[config.mk]
export PLATFORM = sky130hd
export DESIGN_NAME = piezo_tone_gen
export DESIGN_NICKNAME = d
export VERILOG_FILES = /design/src/rtl/piezo_pkg.sv /design/src/rtl/piezo_key_sync.sv /design/src/rtl/piezo_tone_gen.sv
export SDC_FILE = /design/constraint.sdc
export NUM_CORES = 1
export LEC_CHECK = 0
export BUFFER_PORTS_ARGS = -buffer_cell sky130_fd_sc_hd__clkbuf_2
export CAP_MARGIN = 20
export CORE_MARGIN = 2
export CORE_UTILIZATION = 60
export CTS_CLUSTER_SIZE = 16
export DETAILED_ROUTE_END_ITERATION = 8
export MAX_ROUTING_LAYER = met4
export PLACE_DENSITY = 0.78
export SLEW_MARGIN = 10
export SYNTH_ARGS = -nofsm -noshare
export SYNTH_HDL_FRONTEND = slang
export SYNTH_SLANG_ARGS = --single-unit
[constraint.sdc]
create_clock -name clk -period 3 [get_ports clk]
set_clock_uncertainty 0.15 [all_clocks]
set_input_delay 0.15 -clock clk [delete_from_list [all_inputs] [get_ports clk]]
set_output_delay 0.15 -clock clk [all_outputs]
set_load 0.005 [all_outputs]
[src/rtl/piezo_pkg.sv]
// Shared defaults, FSM state type and the half-period shift helper for the piezo tone generator.
package piezo_pkg;

    localparam int unsigned DefaultCntW    = 12;
    localparam int unsigned DefaultNumKeys = 12;

    // Entry 0 sits in the LSBs.
    localparam logic [DefaultNumKeys*DefaultCntW-1:0] DefaultHalfPeriods = {
        12'd1600, 12'd1800, 12'd1702, 12'd1911, 12'd2024, 12'd2272,
        12'd2551, 12'd2863, 12'd3033, 12'd3405, 12'd3822, 12'd1516
    };

    typedef enum logic [0:0] {
        StIdle,
        StPlay
    } piezo_state_e;

    function automatic logic [31:0] clamp_shift(input logic [31:0] period,
                                                input logic [31:0] octave);
        logic [31:0] shifted;
        shifted = period >> octave;
        return (shifted == 32'd0) ? 32'd1 : shifted;
    endfunction

endpackage

[src/rtl/piezo_key_sync.sv]
// Two-flop key synchroniser followed by a registered lowest-index priority encoder.
module piezo_key_sync
    import piezo_pkg::*;
#(
    parameter int unsigned NUM_KEYS = DefaultNumKeys,
    parameter int unsigned IDX_W    = 4
) (
    input  logic                clk,
    input  logic                rst_n,
    input  logic [NUM_KEYS-1:0] keys_i,
    output logic                any_key_o,
    output logic [IDX_W-1:0]    sel_o
);

    logic [NUM_KEYS-1:0] meta_q;
    logic [NUM_KEYS-1:0] sync_q;
    logic                any_q;
    logic [IDX_W-1:0]    sel_q;
    logic [IDX_W-1:0]    sel_d;

    // Scan from the top down so the lowest held index is the last one written.
    always_comb begin
        sel_d = '0;
        for (int i = int'(NUM_KEYS) - 1; i >= 0; i--) begin
            if (sync_q[i]) begin
                sel_d = IDX_W'(i);
            end
        end
    end

    always_ff @(posedge clk or negedge rst_n) begin
        if (!rst_n) begin
            meta_q <= '0;
            sync_q <= '0;
            any_q  <= 1'b0;
            sel_q  <= '0;
        end else begin
            meta_q <= keys_i;
            sync_q <= meta_q;
            any_q  <= |sync_q;
            sel_q  <= sel_d;
        end
    end

    assign any_key_o = any_q;
    assign sel_o     = sel_q;

endmodule

[src/rtl/piezo_tone_gen.sv]
// Keypad-to-piezo tone generator: one shared half-period counter reloaded from a per-key table.
module piezo_tone_gen
    import piezo_pkg::*;
#(
    parameter int unsigned                 NUM_KEYS     = DefaultNumKeys,
    parameter int unsigned                 CNT_W        = DefaultCntW,
    parameter logic [NUM_KEYS*CNT_W-1:0]   HALF_PERIODS = DefaultHalfPeriods,
    parameter int unsigned                 OCT_W        = 2,
    localparam int unsigned                IdxW         = (NUM_KEYS > 1) ? $clog2(NUM_KEYS) : 1
) (
    input  logic                clk,
    input  logic                rst_n,
    input  logic [NUM_KEYS-1:0] keys,
    input  logic                en,
    input  logic [OCT_W-1:0]    octave,
    output logic                piezo,
    output logic                active,
    output logic [IdxW-1:0]     note_idx
);

    logic            any_key;
    logic            any;
    logic [IdxW-1:0] sel;
    logic [CNT_W-1:0] base;
    logic [CNT_W-1:0] eff;
    logic [CNT_W-1:0] reload;

    piezo_state_e     state_q;
    logic [CNT_W-1:0] cnt_q;
    logic             piezo_q;
    logic             active_q;
    logic [IdxW-1:0]  note_q;

    piezo_key_sync #(
        .NUM_KEYS (NUM_KEYS),
        .IDX_W    (IdxW)
    ) u_key_sync (
        .clk       (clk),
        .rst_n     (rst_n),
        .keys_i    (keys),
        .any_key_o (any_key),
        .sel_o     (sel)
    );

    assign any = any_key & en;

    always_comb begin
        base = '0;
        for (int k = 0; k < int'(NUM_KEYS); k++) begin
            if (sel == IdxW'(k)) begin
                base = HALF_PERIODS[k*CNT_W +: CNT_W];
            end
        end
        eff    = CNT_W'(clamp_shift(32'(base), 32'(octave)));
        reload = eff - 1'b1;
    end

    // Note, octave and enable are only sampled at a half-cycle boundary (cnt_q == 0).
    always_ff @(posedge clk or negedge rst_n) begin
        if (!rst_n) begin
            state_q  <= StIdle;
            cnt_q    <= '0;
            piezo_q  <= 1'b0;
            active_q <= 1'b0;
            note_q   <= '0;
        end else begin
            case (state_q)
                StIdle: begin
                    piezo_q <= 1'b0;
                    cnt_q   <= '0;
                    if (any) begin
                        state_q  <= StPlay;
                        active_q <= 1'b1;
                        cnt_q    <= reload;
                        note_q   <= sel;
                    end
                end
                StPlay: begin
                    if (cnt_q != '0) begin
                        cnt_q <= cnt_q - 1'b1;
                    end else if (any) begin
                        piezo_q <= ~piezo_q;
                        cnt_q   <= reload;
                        note_q  <= sel;
                    end else begin
                        piezo_q  <= 1'b0;
                        state_q  <= StIdle;
                        active_q <= 1'b0;
                    end
                end
                default: begin
                    state_q  <= StIdle;
                    active_q <= 1'b0;
                    piezo_q  <= 1'b0;
                end
            endcase
        end
    end

    assign piezo    = piezo_q;
    assign active   = active_q;
    assign note_idx = note_q;

endmodule
# Word level (Yosys, flattened, before mapping)
# Index checks and enable logic that the tools add are counted.
# Widths: inputs -> output; s select.
[word_totals] register_bits=48 latch_bits=0 mem_bits_rw=0 mem_bits_ro=0 inputBits=17 n_memories=0
[classes] n_addsub=2 multipliers=0 n_div=0 magnitude_cmp=0 eq_ne=15 shifts=1 muxes=42 bitwise_logic=3 reduce_logical=5
[ops] cell="$mux 12" count=15
[ops] cell="$mux 4" count=14
[ops] cell="$logic_not 32->1" count=1
[ops] cell="$shr 12x2->32" count=1
[ops] cell="$pmux 12 s2" count=1
[ops] cell="$sub 12x1->12 const B" count=2
[ops] cell="$eq 4x3->1 const B" count=4
[ops] cell="$eq 4x4->1 const B" count=4
[ops] cell="$reduce_bool 12->1" count=1
[ops] cell="$reduce_or 12->1" count=1
[ops] cell="$mux 11" count=1
[ops] cell="$eq 4x2->1 const B" count=2
[ops] cell="$pmux 4 s2" count=1
[ops] cell="$mux 1" count=7
[ops] cell="$ne 2x2->1 const B" count=3
[ops] cell="$pmux 1 s2" count=3
[ops] cell="$eq 4x1->1 const B" count=1
[ops] cell="$logic_not 4->1" count=1
[ops] cell="$ne 3x2->1 const B" count=1
[ops] cell="$reduce_and 3->1" count=1
[ops] cell="$not 1->1" count=2
[ops] cell="$and 1x1->1" count=1

# Depth between registers and ports, before layout
# Gate-level depths: netlist of the first run.
[logic_depth] word_depth=20 ltp_mapped=10 ltp_nobuf=8

# Modules after synthesis
# A second synthesis of the first run with hierarchy kept.
[unflattened] cells_unflattened=338 hier_area_um2=2986.6
[modules_own_cells] module="piezo_tone_gen" instances=1 cells_per_inst=287 area_each_um2=2128.3
[modules_own_cells] module="piezo_key_sync" instances=1 cells_per_inst=51 area_each_um2=858.3

# Worst setup path before layout of the first run
# OpenSTA, ideal clock, no wires.
[synth_path] path_kind="register -> register" startpoint="reg u_key_sync.sel_q[1], in the netlist u_key_sync.sel_o[1]" endpoint="reg cnt_q[10]" setup_time_ps=83 arrival_ps=2315 path_slack_ps=453 path_stages_with_launch=11 n_path_buf=4 cell_sequence="dfrtp_1 > clkbuf_1 > clkbuf_1 > buf_2 > buf_1 > a21oi_1 > nor3_1 > ha_1 > o2111ai_1 > o21a_1 > o21ai_0"
[synth_via] elab_chain_cells=20 word_cells_on_any_way=32
[synth_lines] element="start: declaration" line="piezo_key_sync.sv:18" rtl="logic [IDX_W-1:0] sel_q;"
[synth_lines] element="start signal: assignment" line="piezo_key_sync.sv:41" rtl="sel_q <= sel_d;"
[synth_lines] element="$logic_not 4->1" line="piezo_tone_gen.sv:50" rtl="if (sel == IdxW'(k)) begin"
[synth_lines] element="$mux 11" line="piezo_tone_gen.sv:50"
[synth_lines] element="$mux 12 (10 in a row)" line="piezo_tone_gen.sv:50"
[synth_lines] element="$mux 12 *" line="piezo_tone_gen.sv:50"
[synth_lines] element="$shr 12x2->32 *" line="piezo_pkg.sv:21" rtl="shifted = period >> octave;"
[synth_lines] element="$logic_not 32->1" line="piezo_pkg.sv:22" rtl="return (shifted == 32'd0) ? 32'd1 : shifted;"
[synth_lines] element="$mux 12 *" line="piezo_pkg.sv:22"
[synth_lines] element="$sub 12x1->12 *" line="piezo_tone_gen.sv:55" rtl="reload = eff - 1'b1;"
[synth_lines] element="$mux 12" line="piezo_tone_gen.sv:81" rtl="end else if (any) begin"
[synth_lines] element="$mux 12" line="piezo_tone_gen.sv:79" rtl="if (cnt_q != '0) begin"
[synth_lines] element="$pmux 12 s2 *" line="piezo_tone_gen.sv:67" rtl="case (state_q)"
[synth_lines] element="end signal: assignment" line="piezo_tone_gen.sv:74" rtl="cnt_q <= reload;"
[synth_lines] element="end signal: assignment" line="piezo_tone_gen.sv:80" rtl="cnt_q <= cnt_q - 1'b1;"
[synth_lines] element="end signal: assignment" line="piezo_tone_gen.sv:83" rtl="cnt_q <= reload;"
[synth_lines] element="end: declaration" line="piezo_tone_gen.sv:29" rtl="logic [CNT_W-1:0] cnt_q;"
# Every way passes the cells marked *; elsewhere a longest branch is shown, timed or not. The select of a mux whose other input is x is not followed.
# A chain may end at the register's enable or synchronous reset.

# Final worst setup path of the first run
[layout_path] startpoint="reg u_key_sync.sel_q[0], in the netlist u_key_sync.sel_o[0]" endpoint="reg cnt_q[10]"
# The elaborated chain is that of the path after synthesis.

==> results.md, run 1 <==
* Layout Area Growth over Synthesis at 16.9%
* IO buf count at 22
* H-tree Lvls at 2
* Status: finished clean
* Final Cell Area at 3660 um2
* Xor and xnor fraction of the mapped netlist area at 2.80%
* Final Setup Violations at 0
* Number of global-route vias before repair at 2899
* Flop2flop setup slack at about 0.33 ns
* Crit path DAT at 2.74 ns
* Worst path required time at between 3 and 4 ns
* Simple-Gate Fraction of Synth Area at around a fifth
* Gr busiest metal: met2
* Clock latency on the worst-skew pair at 0.30 ns
* Synth Area per Inst at 8.43 um2
* Flops & latches, synth at 48
* Global-route wire length before repair at 13900 um
* Worst rel slew slack at about 45%
* Largest net degree at the start of global routing at 32
* Post-synthesis mux area share at ~1.6%
* Compound-gate portion of the synthesized area at 29.0%
* Syn Std Cell Area at 3130 um2
* Combinational family with the most area after synthesis: compound AO/OA/AOI/OAI gates
* Fill count at ~410
* Slew @ Worst Pin at 0.818 ns
* Clock Tree Root: clkbuf_8
* CTS Buf Count at 5
* ANT cells at 0
* Starting DRT DRC Count at 542
* DP Area at 3390 um2
* Tcrit/Tclk final at a little under 90%
* Layout Utilization at 72.0%
* Slew Limit Fails at 0
* Routed len/inst at roughly 18 um
* RSZ-0062 raised after global routing: no
* Syn_nets at 392
* Core Footprint at 5070 um2
* Layout cells sized above 1 at 16.7%
* Critical-path maximum fanout at 14
* Setup TNS at 0 ns
* Dpl hpwl at 5930 um
* Initial Util at between 60% and 70%
* Post-synth ARST share at 100%
* Routed WL at 8630 um
* Synth Area in Adders at between 1.5 and 2%
* CTS tree: yes
* Clk buf depth at 2
* Initial antenna violation count at 0
* Register area at 1200 um2
* Die Span Y at 76.2 um
* I/O Pins at 23
* DRC at 0
* Chip width at 76.2 um
* Post-synth EDFFs at 0
* Peak supply drop at about 400 uV
* Ys Warns at 0
* # rows at 26
* Met3 GRT Util at 4.98%
* Top_reg_cell synth: dfrtp_1
* Area of the multi-input gates at about 1700 um2
* Power Density at 407 nW/um2
* Unique masters post-synth at between 60 and 70
* Final Critical Period at 2.67 ns
* Worst hold slack at 0.0571 ns
* CP endpoint kind: flip-flop
* Max Cap Violations at 0
* Clk sinks at 48
* Synthesized instance count at 371
* Final hold violation count at 0
* Total grt overflow at 0
* Clk slew on worst S/H paths at 0.10 ns
* Drt first pass iters at 8
* Sequential fraction of the synthesis area at 38.4%
* Max frequency at ~370 MHz
* GR Util met2 at 49.4%
* Leak pwr at 1.54 nW
* Gpl congestion at between 1 and 1.5
* CP startpoint kind: flip-flop
* Antenna Violating Nets Remaining at 0
* Nets at 427
* Via density per instance at 6.51
* Total track usage at 30.6%
* Via count at between 3000 and 4000
* M1 GR Usage at 39.8%
* Die area at 5800 um2
* CP Class: flip-flop to flip-flop
* Hold Crit Class: primary input to flip-flop
## worst max-delay path, cell delays in order (launching register included)
cell	delay [ns]
dfrtp_1	0.64
inv_1	0.21
nand3_1	0.15
nand3_1	0.10
a221oi_1	0.49
ha_1	0.35
o2111ai_1	0.18
o21a_1	0.14
o21ai_0	0.20
## registers in the layout, indices dropped and copies added (netlist names)
name	count
state_q	1
cnt_q	12
active	1
note_idx	4
piezo	1
u_key_sync.sel_o	4
u_key_sync.sync_q	12
u_key_sync.any_key_o	1
u_key_sync.meta_q	12
## Yosys cell counts, drive strengths merged (3+ instances only)
cell type	count	share of area, %
a221oi	3	0.84
or2	5	1.0
xor2	5	1.4
a31oi	7	1.4
a211oi	3	0.72
nand2	34	4.1
o21ai	33	5.3
dfrtp	48	38
buf	9	1.4
o211ai	3	0.88
clkbuf	21	2.5
nand3	8	1.3
a21oi	30	4.8
a21o	5	1.2
nor4	5	1.0
a311o	5	1.6
inv	14	1.7
and2	5	1.0
ha	4	1.6
o31ai	3	0.72
o221ai	5	1.4
a211o	3	0.84
nor2b	8	1.6
nor2	20	2.6
a22o	3	0.84
mux2i	5	1.6
o21bai	3	0.72
nor3	13	2.1
xnor2	5	1.4
a22oi	3	0.72
o21a	3	0.72
nand2b	11	2.2
o22ai	7	1.4
## layout make-up
class	count	share of cell area, %
clock buffer	5	1.88
sequential	48	32.9
timing repair buffer	58	11.6
clock inverter	3	1.88
tap	70	2.40
multi-input combinational	277	47.7
inverter	16	1.64
## cells by family after synthesis
| group | Yosys count |
|---|---|
| XOR/XNOR | 10 |
| flip-flops | 48 |
| AND/OR/NAND/NOR | 122 |
| AO/OA/AOI/OAI | 136 |
| adder cells (fa/ha/maj) | 4 |
| multiplexers | 5 |
| buffers and inverters | 46 |
## metal layers
metal	wire length [um]	vias up
li1	-	1433
met1	3630	1474
met2	4120	173
met3	634	27
met4	245	0
met5	0	-
## timing repair
item / in CTS / in global routing
gates resized for setup: 0 / 1
hold buffers: 13 / 0
setup endpoints to repair: 0 / 1
buffers inserted: 0 / 0
hold endpoints to repair: 42 / 0
## power by group
| group | leakage (nW) | switching (mW) | internal [mW] |
|---|---|---|---|
| combinational | 0.909 | 0.141 | 0.106 |
| clock | 0.0687 | 0.216 | 0.335 |
| sequential | 0.566 | 0.0216 | 0.668 |
| total | 1.54 | 0.379 | 1.11 |
## per-stage QoR
step / total power, mW / instances / worst slack (ns)
after global routing: 1.55 / 477 / 0.0486
after floorplan: 0.842 / 371 / 0.453
after detailed placement: 0.928 / 456 / 0.282
final: 1.49 / 477 / 0.325
after global placement: 0.924 / 456 / 0.395
after CTS: 1.49 / 477 / 0.287
## worst paths after layout
kind / from / endpoint / depth (start not counted)
worst max-delay path: u_key_sync.sel_o[0]$_DFF_PN0_ / cnt_q[10]$_DFFE_PN0P_ / 8
worst min-delay path: en / note_idx[0]$_DFFE_PN0P_ / 3
worst max register to register: u_key_sync.sel_o[0]$_DFF_PN0_ / cnt_q[10]$_DFFE_PN0P_ / 8
worst min register to register: u_key_sync.meta_q[5]$_DFF_PN0_ / u_key_sync.sync_q[5]$_DFF_PN0_ / 0
max in group asynchronous: rst_n / u_key_sync.sel_o[2]$_DFF_PN0_ / 3
min in group asynchronous: rst_n / cnt_q[9]$_DFFE_PN0P_ / 2
## layout by cell type, fill, tap and decap left out, drive strengths merged, types with 11 or more instances in the layout
| cell type | instances |
|---|---|
| o21ai | 33 |
| nand2b | 11 |
| nor3 | 13 |
| inv | 15 |
| clkbuf | 27 |
| nor2 | 20 |
| dlygate4sd3 | 13 |
| a21oi | 30 |
| nand2 | 34 |
| buf | 23 |
| dfrtp | 48 |
Note: power is estimated with default switching activity, not from simulation.
==> run 2, diff against run 1 <==
--- a/config.mk
+++ b/config.mk
@@ -11,9 +11,9 @@
 export CORE_UTILIZATION = 60
 export CTS_CLUSTER_SIZE = 16
 export DETAILED_ROUTE_END_ITERATION = 8
-export MAX_ROUTING_LAYER = met4
 export PLACE_DENSITY = 0.78
 export SLEW_MARGIN = 10
 export SYNTH_ARGS = -nofsm -noshare
 export SYNTH_HDL_FRONTEND = slang
 export SYNTH_SLANG_ARGS = --single-unit
+export TNS_END_PERCENT = 100
==> results.md, run 2 (synthesis results as in run 1) <==
* ANT cells at 0
* Max incr delay on CP at 0.76 ns
* CTS Buf Count at 5
* Slew Limit Fails at 0
* Gpl congestion at 0.927
* Power Density at 408 nW/um2
* Nets at 430
* Commonest non-fill, non-tap cell in the layout: dfrtp_1
* Flop2flop setup slack at 0.31 ns
* Max frequency at 372 MHz
* CP startpoint kind: flip-flop
* Initial Util at 61.6%
* Critical-path maximum fanout at 22
* Initial antenna violation count at 0
* Post-cts repair resize count at 0
* Hold_buf cts at 13
* Die Span Y at ~76 um
* Setup TNS at 0 ns
* # rows at 26
* Clk slew on worst S/H paths at 0.10 ns
* H-tree Lvls at 2
* DP Area at 3400 um2
* Clk buf depth at 2
* Routed WL at 8090 um
* Slowest CP cell: dfrtp_1
* Clock Tree Root: clkbuf_8
* CP Class: flip-flop to flip-flop
* WHS Path Cells at 3
* Drt first pass iters at 5
* WHS Endpoint: note_idx[3]$_DFFE_PN0P_
* Layout Area Growth over Synthesis at 17.2%
* Reg2Reg Depth at 8
* R2R Path End: cnt_q[10]$_DFFE_PN0P_
* Hold Crit Class: primary input to flip-flop
* Total track usage at 29.1%
* Final Setup Violations at 0
* Via count at a little over 3000
* Commonest non-fill, non-tap cells in the layout: dfrtp_1, nand2_1, o21ai_0
* Total grt overflow at 0
* I/O Pins at 23
* Final Cell Area at 3660 um2
* CP endpoint kind: flip-flop
* Tcrit/Tclk final at 89.7%
* Chip width at 76.2 um
* Setup Buffers After CTS at 0
* Layout cells sized above 1 at about 17%
* CP delay by family, top: compound AO/OA/AOI/OAI gates
* Dpl hpwl at 5820 um
* Slew @ Worst Pin at 0.770 ns
* Crit-path cells: nand2b_1 > a21o_1 > nand3_1 > a221oi_1 > ha_1 > o2111ai_1 > o21a_1 > o21ai_0
* Leak pwr at 1.56 nW
* Starting DRT DRC Count at between 200 and 300
* Global-route wire length before repair at 13500 um
* DRC at 0
* Largest regs: cnt_q x12, u_key_sync.meta_q x12, u_key_sync.sync_q x12
* Final hold violation count at 0
* Worst path required time at 3.08 ns
* Clk sinks at 48
* Worst slack at placement at 0.366 ns
* Buf/Inv on CP at 0
* RSZ-0062 raised after global routing: no
* IO buf count at 22
* Worst Setup Slack, final at 0.308 ns
* Status: finished clean
* Via density per instance at 6.40
* Core Footprint at 5070 um2
* Worst rel slew slack at 48.7%
* Crit. Startpoint: u_key_sync.sel_o[1]$_DFF_PN0_
* Placed Instances at 459
* Peak supply drop at 403 uV
* Antenna Violating Nets Remaining at 0
* Routed len/inst at 16.8 um
* Final Critical Period at 2.69 ns
* Crit path DAT at 2.77 ns
* Worst flop-to-flop path startpoint: u_key_sync.sel_o[1]$_DFF_PN0_
* CTS tree: yes
* Max Cap Violations at 0
* Fin cells at 480
* Number of global-route vias before repair at about 2900
* Worst hold start: en
* Die area at between 5000 and 6000 um2
* Clock latency on the worst-skew pair at ~0.31 ns
* Largest net degree at the start of global routing at 27
-- run 2: changes by cell type in the layout (fill, tap and decap cells not counted) --
cell	delta
dfrtp_1	+1
buf_12	-1
dfrtp_2	-1
buf_4	+4
-- run 2: worst max-delay path by stage --
stage	cells after the start	slack, ns	end
5_1_grt	8	0.12	cnt_q[10]$_DFFE_PN0P_
3_5_place_dp	8	0.37	cnt_q[10]$_DFFE_PN0P_
4_1_cts	8	0.35	cnt_q[10]$_DFFE_PN0P_
3_3_place_gp	7	0.36	cnt_q[4]$_DFFE_PN0P_
6_report	8	0.31	cnt_q[10]$_DFFE_PN0P_
2_1_floorplan	10	0.45	cnt_q[10]$_DFFE_PN0P_
-- run 2: layout make-up --
type | count | area [um2]
Sequential cell | 48 | 1200
Fill cell | 393 | 1410
Tap cell | 70 | 87.6
Clock inverter | 3 | 68.8
Clock buffer | 5 | 68.8
Multi-Input combinational cell | 277 | 1740
Timing Repair Buffer | 61 | 435
Inverter | 16 | 60.1
-- run 2: metal layers --
metal	share of wire [%]	vias to the layer above	wire length (um)	global-route usage, %
met5	0	-	0	0
met4	2.8	0	228	10.5
li1	-	1446	-	-
met3	7.5	24	603	5.69
met1	42	1453	3400	37.2
met2	48	151	3850	49.4
-- run 2: stage by stage --
stage / utilization [%] / hold WS, ns / power, mW
2_1_floorplan: - / -0.296 / 0.842
5_1_grt: 72.2 / 0.0928 / 1.56
3_5_place_dp: 66.9 / 0.0809 / 0.927
6_report: 72.2 / 0.0840 / 1.49
3_3_place_gp: 66.9 / 0.0768 / 0.923
4_1_cts: 72.2 / 0.0795 / 1.50
-- run 2: worst reg2reg max path, stage by stage, from the launching register on --
cell,delay [ns]
dfrtp_1,0.76
nand2b_1,0.26
a21o_1,0.12
nand3_1,0.07
a221oi_1,0.44
ha_1,0.33
o2111ai_1,0.18
o21a_1,0.14
o21ai_0,0.17
-- run 2: where the power goes --
| part | leakage, nW | switching (mW) | internal (mW) |
|---|---|---|---|
| clock network | 0.0687 | 0.227 | 0.335 |
| registers | 0.568 | 0.0231 | 0.668 |
| logic | 0.918 | 0.133 | 0.107 |
